--- src/rtl/cache_line_controller.sv ---
// cache_line_controller: picks a victim on a miss and issues fill / flush+fill,
// sequences flush_all writeback, and stalls requesters while any line is busy.
module cache_line_controller #(
  parameter int NUMLINES = 4,
  parameter int ADDRBITS = 32,
  parameter int LSBBITS  = 7,
  parameter int TTLBITS  = 8
) (
  input  logic                         clk,
  input  logic                         reset,
  input  logic [ADDRBITS-1:0]          dcache_rdaddr,
  input  logic                         dcache_rdreq,
  input  logic [ADDRBITS-1:0]          dcache_wraddr,
  input  logic                         dcache_wrreq,
  input  logic [ADDRBITS-1:0]          icache_rdaddr,
  input  logic                         icache_rdreq,
  input  logic [NUMLINES-1:0]          dcache_line_out_valid_vec,
  input  logic [NUMLINES-1:0]          dcache_line_wrhit_vec,
  input  logic [NUMLINES-1:0]          icache_line_out_valid_vec,
  input  logic [NUMLINES-1:0]          cache_line_ready_vec,
  input  logic [NUMLINES-1:0]          cache_line_dirty_vec,
  input  logic [NUMLINES*TTLBITS-1:0]  cache_line_ttl_vec,
  output logic [NUMLINES-1:0]          cache_line_flush_vec,
  output logic [NUMLINES-1:0]          cache_line_fill_vec,
  output logic [ADDRBITS-1:0]          cache_new_region,
  output logic                         dcache_stall,
  output logic                         icache_stall,
  input  logic                         flush_all_req,
  output logic                         flush_all_done
);
  localparam int IW = NUMLINES > 1 ? $clog2(NUMLINES) : 1;

  typedef enum logic [3:0] {
    IDLE, ISSUE, WAIT_BUSY, WAIT_DONE, FA_SCAN, FA_ISSUE, FA_WAIT_BUSY, FA_WAIT_DONE, FA_DONE
  } state_t;

  state_t              r_state, w_next;
  logic [IW-1:0]       r_idx, w_vic;
  logic [TTLBITS-1:0]  w_min;
  logic [ADDRBITS-1:0] r_region, w_addr, w_region;
  logic                r_vdirty, r_stall, r_pend;
  logic                w_dwr, w_drd, w_ird, w_miss, w_fa, w_last, w_step;
  logic [NUMLINES-1:0] w_onehot;

  assign w_dwr    = dcache_wrreq & ~|dcache_line_wrhit_vec;
  assign w_drd    = dcache_rdreq & ~|dcache_line_out_valid_vec;
  assign w_ird    = icache_rdreq & ~|icache_line_out_valid_vec;
  assign w_miss   = &cache_line_ready_vec & (w_dwr | w_drd | w_ird);
  assign w_fa     = flush_all_req | r_pend;
  assign w_addr   = w_dwr ? dcache_wraddr : w_drd ? dcache_rdaddr : icache_rdaddr;
  assign w_region = w_addr & {{(ADDRBITS-LSBBITS){1'b1}}, {LSBBITS{1'b0}}};
  assign w_last   = r_idx == IW'(NUMLINES - 1);
  assign w_onehot = NUMLINES'(1) << r_idx;
  assign w_step   = ((r_state == FA_SCAN && !cache_line_dirty_vec[r_idx]) ||
                     (r_state == FA_WAIT_DONE && cache_line_ready_vec[r_idx])) && !w_last;

  // Strict less-than keeps the lowest index on ttl ties.
  always_comb begin
    w_vic = '0;
    w_min = cache_line_ttl_vec[TTLBITS-1:0];
    for (int i = 1; i < NUMLINES; i++)
      if (cache_line_ttl_vec[i*TTLBITS +: TTLBITS] < w_min) begin
        w_min = cache_line_ttl_vec[i*TTLBITS +: TTLBITS];
        w_vic = IW'(i);
      end
  end

  always_comb begin
    w_next = r_state;
    case (r_state)
      IDLE:         w_next = w_fa ? FA_SCAN : w_miss ? ISSUE : IDLE;
      ISSUE:        w_next = WAIT_BUSY;
      WAIT_BUSY:    w_next = cache_line_ready_vec[r_idx] ? WAIT_BUSY : WAIT_DONE;
      WAIT_DONE:    w_next = cache_line_ready_vec[r_idx] ? IDLE : WAIT_DONE;
      FA_SCAN:      w_next = cache_line_dirty_vec[r_idx] ? FA_ISSUE : w_last ? FA_DONE : FA_SCAN;
      FA_ISSUE:     w_next = FA_WAIT_BUSY;
      FA_WAIT_BUSY: w_next = cache_line_ready_vec[r_idx] ? FA_WAIT_BUSY : FA_WAIT_DONE;
      FA_WAIT_DONE: w_next = !cache_line_ready_vec[r_idx] ? FA_WAIT_DONE : w_last ? FA_DONE : FA_SCAN;
      default:      w_next = IDLE;
    endcase
  end

  // r_idx holds the victim on the fill path and the scan position during flush_all.
  always_ff @(posedge clk or posedge reset)
    if (reset) begin
      r_state  <= IDLE;
      r_idx    <= '0;
      r_region <= '0;
      r_vdirty <= 1'b0;
      r_stall  <= 1'b0;
      r_pend   <= 1'b0;
    end else begin
      r_state <= w_next;
      r_stall <= w_next != IDLE;
      r_pend  <= r_state != IDLE && (r_pend | flush_all_req);
      if (r_state == IDLE) begin
        r_idx <= w_fa ? '0 : w_vic;
        if (!w_fa && w_miss) begin
          r_region <= w_region;
          r_vdirty <= cache_line_dirty_vec[w_vic];
        end
      end else if (w_step) r_idx <= r_idx + 1'b1;
    end

  assign cache_line_fill_vec  = r_state == ISSUE ? w_onehot : '0;
  assign cache_line_flush_vec = (r_state == FA_ISSUE || (r_state == ISSUE && r_vdirty)) ? w_onehot : '0;
  assign cache_new_region     = r_region;
  assign dcache_stall         = r_stall;
  assign icache_stall         = r_stall;
  assign flush_all_done       = r_state == FA_DONE;
endmodule

--- config.mk ---
export PLATFORM = sky130hd
export DESIGN_NAME = cache_line_controller
export DESIGN_NICKNAME = d
export VERILOG_FILES = /design/src/rtl/cache_line_controller.sv
export SDC_FILE = /design/constraint.sdc
export NUM_CORES = 1
export LEC_CHECK = 0
export ABC_AREA = 1
export CORE_MARGIN = 2
export CORE_UTILIZATION = 36
export DETAILED_ROUTE_END_ITERATION = 7
export HOLD_SLACK_MARGIN = 0.05
export PLACE_DENSITY = 0.91
export SYNTH_ARGS = -nofsm -noshare
export SYNTH_HDL_FRONTEND = slang
export SYNTH_SLANG_ARGS = --single-unit
--- constraint.sdc ---
create_clock -name clk -period 3.52 [get_ports clk]
set_input_delay 0.704 -clock clk [delete_from_list [all_inputs] [get_ports clk]]
set_output_delay 0.704 -clock clk [all_outputs]
set_load 0.02 [all_outputs]
==> results of run 1 <==
final cells by class:
cell class	instances	area, um^2
Clock inverter	2	12.5
Fill cell	591	2320
Multi-Input combinational cell	344	2100
Tap cell	102	128
Clock buffer	6	82.6
Timing Repair Buffer	217	2030
Inverter	35	154
Sequential cell	34	851
cells by family (layout without fill, tap and decap cells):
kind of cell,count (synthesis),count (layout),share of synthesized area (%)
AO/OA/AOI/OAI,87,87,17.4
XOR/XNOR,1,1,0.309
adder cells (fa/ha/maj),25,25,11.0
buffers and inverters,60,260,9.01
flip-flops,34,34,30.0
other,1,7,0.132
AND/OR/NAND/NOR,222,224,32.1
what timing repair did:
| action | CTS | global route |
|---|---|---|
| resized for setup | 95 | 40 |
| endpoints found under the setup margin | 3 | 3 |
| hold endpoints to repair | 0 | 0 |
| gates cloned | 2 | 0 |
| setup buffers | 16 | 4 |
| pin swaps | 41 | 35 |
layout by cell type, fill, tap and decap left out, types with 10 or more instances in the layout:
| cell | Yosys | routed |
|---|---|---|
| nand2_4 | 2 | 11 |
| o21ai_0 | 44 | 31 |
| ha_4 | 0 | 10 |
| a31oi_1 | 27 | 27 |
| ha_1 | 25 | 15 |
| dfrtp_1 | 34 | 34 |
| clkdlybuf4s50_1 | 0 | 152 |
| buf_4 | 8 | 46 |
| inv_1 | 32 | 24 |
| nand2_1 | 169 | 150 |
| nand2_2 | 5 | 16 |
| nor2_1 | 25 | 23 |
worst max-delay path, cell delays in order:
cell and delay [ns]:
buf_8 0.09, inv_8 0.03, ha_4 0.24, a21oi_2 0.16, o21a_4 0.20, nand2_8 0.09, nand2_4 0.08, o21ai_2 0.07
ha_1 0.32, nand2_1 0.11, nor2_1 0.06, a211oi_2 0.17, buf_4 0.19, nand2_4 0.08, nand2_2 0.08, o21ai_2 0.05
ha_1 0.29, a21oi_1 0.15, nor2_1 0.06, a211oi_2 0.16, nand2_2 0.11, nand2_2 0.09, nor2_2 0.03, nand2_1 0.06
nand2_1 0.05, nand2_1 0.06, nand2_1 0.04
Yosys cell counts:
library cell,count
nand2_1,169
a21oi_1,9
nor2_2,1
nand3_1,8
buf_4,8
nand3b_1,1
xor2_1,1
a31oi_1,27
nor3_1,4
clkbuf_1,17
o21ai_0,44
nand3_2,2
conb_1,1
dfrtp_1,34
nor4_1,2
nand4_1,1
o311ai_1,1
inv_1,32
o21a_2,1
a32o_1,1
and3_1,1
nand2_2,5
or4_1,1
ha_1,25
a211oi_1,2
o211ai_1,1
o2111ai_1,1
nor2_1,25
nand2_4,2
inv_2,3
per-layer routing:
layer  GRT usage, %  share of wire (%)  vias to the layer above
met5              0                  0                        -
met1           25.8                 38                     1724
met3           4.39                4.3                       31
li1               -                  -                     1818
met4           9.56                3.1                        0
met2           45.6                 54                      131
per-stage QoR:
step / total power, uW / TNS (ns)
2_1_floorplan: 930 / -0.814
3_3_place_gp: 1210 / -2.36
3_5_place_dp: 1260 / -2.84
4_1_cts: 1630 / -0.00569
5_1_grt: 1820 / -0.632
6_report: 1700 / -0.244
power by group through the flow:
stage | Combinational, uW | Sequential, uW | Clock [uW]
3_3_place_gp | 727 | 485 | 0
2_1_floorplan | 444 | 486 | 0
3_5_place_dp | 772 | 487 | 0
5_1_grt | 999 | 488 | 334
4_1_cts | 834 | 480 | 313
6_report | 908 | 482 | 307
final timing paths:
path / startpoint / endpoint / slack, ns
worst max-delay path: cache_line_ttl_vec[5] / r_vdirty / -0.13
worst max register to register: r_state[1] / cache_new_region[28] / 1.38
worst min register to register: cache_new_region[27] / cache_new_region[27] / 0.48
min in group asynchronous: reset / cache_new_region[31] / 0.84
max in group asynchronous: reset / cache_new_region[15] / 2.37
worst min-delay path: cache_new_region[27] / cache_new_region[27] / 0.48
state kept, by name (all words and copies together), names as in the netlist:
register and cells:
r_state 4, r_idx 2, dcache_stall 1, r_vdirty 1, r_pend 1, cache_new_region 25
==> results.py, run 1 <==
metrics = {
    "sta": {
        "setup_ws_ns": -0.132,
        "fin_crit_ns": 3.65,
        "whs_ns": 0.482,
        "finalSetupViolCount": 3,
        "rsz0062_at_grt": "true",
        "final_max_slew_viol_count": 0,
        "relSlewSlack_pct": 65.7,
        "fin_skew_ns": 0.00258,
        "hold_viol": 0,
        "max_freq_mhz": 274,
        "fin_crit_sh_pct": 104,
        "tightest_slew_ns": 0.514,
    },
    "job": {
        "cap_violations": 0,
    },
    "synth": {
        "yosys-top-cells-area": "dfrtp_1 (30%), nand2_1 (22%), ha_1 (11%)",
        "avgSynthCellArea_um2": 6.59,
        "synth-seq-cells": 34,
        "syn_area_um2": 2830,
        "synth_top_area_share_pct": 30.0,
        "ys_warn_count": 0,
        "synth_cells": 430,
        "ys_seq_area_share_pct": 30.0,
        "yosysTopAreaCell": "dfrtp_1",
        "ys_types": 30,
    },
    "final_layout": {
        "area_growth_pct": 89.4,
        "layout-drive-gt1-share_pct": 22.6,
        "diodes": 0,
        "fin_util_pct": 69.8,
        "design_area_um2": 5370,
        "final_nets": 816,
        "finalNonFillerCells": 740,
    },
    "critical_path": {
        "end_kind": "register",
        "crit_fanout": 6,
        "worstSetupPathType": "in2reg",
        "r2r.worst_path.cells": 8,
        "cp-start-kind": "input pin",
        "critPathArrivalTime_ns": 3.83,
        "cp.required_ns": 3.70,
    },
    "detailed_routing": {
        "first_pass_iters": 4,
        "routed_via_density": 5.01,
        "postRouteAntennaNets": 0,
        "drt_wl_total_um": 11000,
        "wire_per_inst_um": 14.8,
        "dr_total_vias": 3704,
        "drt_iter0_drc": 131,
        "drc": 0,
    },
    "status": {
        "status": "finished with violations",
        "violations": "setup timing",
    },
    "die": {
        "start_util_pct": 36.8,
        "io_pins": 197,
        "coreArea_um2": 7690,
        "die_h_um": 92.7,
        "dieWidth_um": 92.7,
        "fp-row-count": 32,
        "die-area_um2": 8590,
    },
    "power_and_ir_drop": {
        "clkPwrFrac_pct": 18.1,
        "power_switching_uw": 666,
        "sw_frac_of_total_pct": 39.3,
        "p_per_area_nw_per_um2": 316,
        "p_int_uw": 1030,
        "pwr-share-seq_pct": 28.4,
        "ir_worst_vdd_mv": 0.137,
        "p_comb_share_pct": 53.5,
        "leakage_uw": 0.00253,
    },
    "placed_design": {
        "placed_cells": 710,
        "dpl.hpwl_um": 7940,
        "placed_area_um2": 4890,
        "numPortBuffers": 168,
        "routabilityCongestion": 0.891,
        "place_worst_setup_slack_ns": -0.997,
    },
    "global_routing": {
        "grt_start_max_net_pins": 51,
        "first_global_vias": 3675,
        "gr-usage-all-layers_pct": 23.9,
        "grt_pass1_wl_um": 16600,
        "grt_overflow_total": 0,
        "grt_antenna_before_repair": 0,
    },
    "hold_path": {
        "hold_depth": 2,
        "worstHoldPathType": "reg2reg",
    },
    "clock_network": {
        "cts_tree": "built",
        "cts_buffers": 5,
        "root_buffer": "clkbuf_8",
        "clockBufferDepth": 2,
        "clkLatencyLatePin_ns": 0.28,
        "holdBufCountCts": 0,
        "clkTransAtPathRegs_ns": 0.07,
        "clock_sinks": 34,
        "htree_levels": 2,
    },
}
No activity file was read; power rests on OpenSTA's default activity.
==> run 2: changes to the inputs <==
Settings changed: CORE_UTILIZATION 36 to 39, CTS_BUF_LIST set to sky130_fd_sc_hd__clkbuf_8, PLACE_DENSITY 0.91 to 0.95.
==> results.py, run 2 (synthesis gave the netlist of run 1 again) <==
metrics = {
    "die": {
        "coreArea_um2": 7140,
        "die-area_um2": 7960,
        "start_util_pct": 39.7,
        "dieWidth_um": 89.2,
        "io_pins": 197,
        "die_h_um": 89.2,
        "fp-row-count": 31,
    },
    "critical_path": {
        "critPathArrivalTime_ns": 4.07,
        "cp_slowest_stage_delay_ns": 0.33,
        "startpoint": "cache_line_ttl_vec[10]",
        "path_common_cell": "nand2_1",
        "cp-start-kind": "input pin",
        "cp.required_ns": 3.70,
        "slowest_stage": "ha_1",
        "r2r-start": "r_state[1]",
        "end_kind": "register",
        "crit_fanout": 6,
        "worstSetupPathType": "in2reg",
    },
    "sta": {
        "tightest_slew_ns": 0.499,
        "rsz0062_at_grt": "true",
        "fin_crit_ns": 3.89,
        "final_max_slew_viol_count": 0,
        "fin_skew_ns": 0.0100,
        "fin_crit_sh_pct": 111,
        "setup_ws_ns": -0.371,
        "max_freq_mhz": 257,
        "relSlewSlack_pct": 66.5,
        "finalSetupViolCount": 3,
        "hold_viol": 0,
    },
    "detailed_routing": {
        "drc": 0,
        "drt_wl_total_um": 11700,
        "drt_iter0_drc": 134,
        "routed_via_density": 5.10,
        "first_pass_iters": 4,
        "postRouteAntennaNets": 0,
        "wire_per_inst_um": 15.8,
        "dr_total_vias": 3790,
    },
    "global_routing": {
        "grt_pass1_wl_um": 16400,
        "use_met2_pct": 49.7,
        "grt-busiest-layer": "met2",
        "gr-usage-all-layers_pct": 26.5,
        "grt_start_max_net_pins": 51,
        "first_global_vias": 3607,
        "met3_usage_pct": 5.82,
        "grt_antenna_before_repair": 0,
        "grt_overflow_total": 0,
        "use_met1_pct": 27.0,
    },
    "placed_design": {
        "place_worst_setup_slack_ns": -1.03,
        "numPortBuffers": 168,
        "routabilityCongestion": 0.910,
        "dpl.hpwl_um": 8210,
    },
    "clock_network": {
        "cts_tree": "built",
        "clock_sinks": 34,
        "root_buffer": "clkbuf_8",
        "cts_buffers": 5,
        "clkTransAtPathRegs_ns": 0.08,
        "clockBufferDepth": 2,
        "htree_levels": 2,
        "clkLatencyLatePin_ns": 0.28,
    },
    "final_layout": {
        "diodes": 0,
        "largest_reg_flops": 25,
        "final_nets": 822,
        "fin_util_pct": 75.1,
        "area_growth_pct": 89.1,
        "layout_common_cells": "nand2_1 (160), clkdlybuf4s50_1 (152), buf_4 (58)",
        "nFillCells": 504,
        "final_common_cell": "nand2_1",
        "layout-drive-gt1-share_pct": 21.4,
    },
    "status": {
        "violations": "setup timing",
        "status": "finished with violations",
    },
    "power_and_ir_drop": {
        "leakage_uw": 0.00253,
        "ir_worst_vdd_mv": 0.167,
        "p_per_area_nw_per_um2": 330,
    },
    "hold_path": {
        "worstHoldPathType": "reg2reg",
        "hold_start": "cache_new_region[18]",
    },
    "job": {
        "cap_violations": 0,
    },
}
run 2: changes by cell type in the layout (fill, tap and decap cells not counted), sizes merged:
| cell | previous run | this run |
|---|---|---|
| clkdlybuf4s15 | 1 | 0 |
| clkinvlp | 1 | 2 |
| clkbuf | 6 | 5 |
| bufinv | 0 | 1 |
| clkinv | 1 | 0 |
| dlygate4sd2 | 1 | 2 |
| buf | 63 | 69 |
run 2: through the flow:
step | setup TNS (ns) | hold WS (ns) | instances | instance area [um^2] | total power (uW)
after global routing | -1.50 | 0.516 | 743 | 5360 | 1890
after detailed placement | -2.99 | 0.464 | 708 | 4890 | 1270
after floorplan | -0.814 | 0.438 | 436 | 3000 | 930
final | -0.986 | 0.485 | 743 | 5360 | 1770
after CTS | -0.0422 | 0.485 | 742 | 5260 | 1700
after global placement | -2.24 | 0.461 | 708 | 4890 | 1210
run 2: layout make-up:
| class | count | area, um^2 | area share, % |
|---|---|---|---|
| Clock inverter | 3 | 45.0 | 0.841 |
| Inverter | 35 | 154 | 2.87 |
| Multi-Input combinational cell | 344 | 2050 | 38.3 |
| Clock buffer | 5 | 68.8 | 1.28 |
| Timing Repair Buffer | 223 | 2060 | 38.5 |
| Sequential cell | 34 | 851 | 15.9 |
| Tap cell | 99 | 124 | 2.31 |
run 2: path summary, 6_finish.rpt:
kind                                         to  slack (ns)  cells past startpoint
setup / recovery                       r_vdirty       -0.37                     28
hold / removal             cache_new_region[18]        0.48                      2
min in group asynchronous  cache_new_region[17]        0.82                      3
setup reg to reg           cache_new_region[30]        1.28                      8
max in group asynchronous  cache_new_region[14]        2.39                      3
hold reg to reg            cache_new_region[18]        0.48                      2
run 2: critical path, delay by kind of cell:
family,cells,cell delay [ns]
adder cells (fa/ha/maj),3,0.81
buffers and inverters,3,0.34
AO/OA/AOI/OAI,6,1.07
AND/OR/NAND/NOR,16,1.14
run 2: report_power, final:
| part | total (uW) | switching [uW] | internal [uW] |
|---|---|---|---|
| clock network | 355 | 144 | 210 |
| logic | 932 | 486 | 446 |
| registers | 483 | 49.0 | 434 |
run 2: timing repair:
item | CTS | global route
cloned | 2 | 0
endpoints found under the setup margin | 3 | 3
pin swaps | 46 | 17
hold buffers | 0 | 0
resized for setup | 94 | 19
buffers inserted | 25 | 1
run 2: metal layers:
layer | routed length (um) | part of all wire (%)
met1 | 4220 | 36
met2 | 6280 | 53
met3 | 668 | 5.7
met4 | 584 | 5.0
met5 | 0 | 0
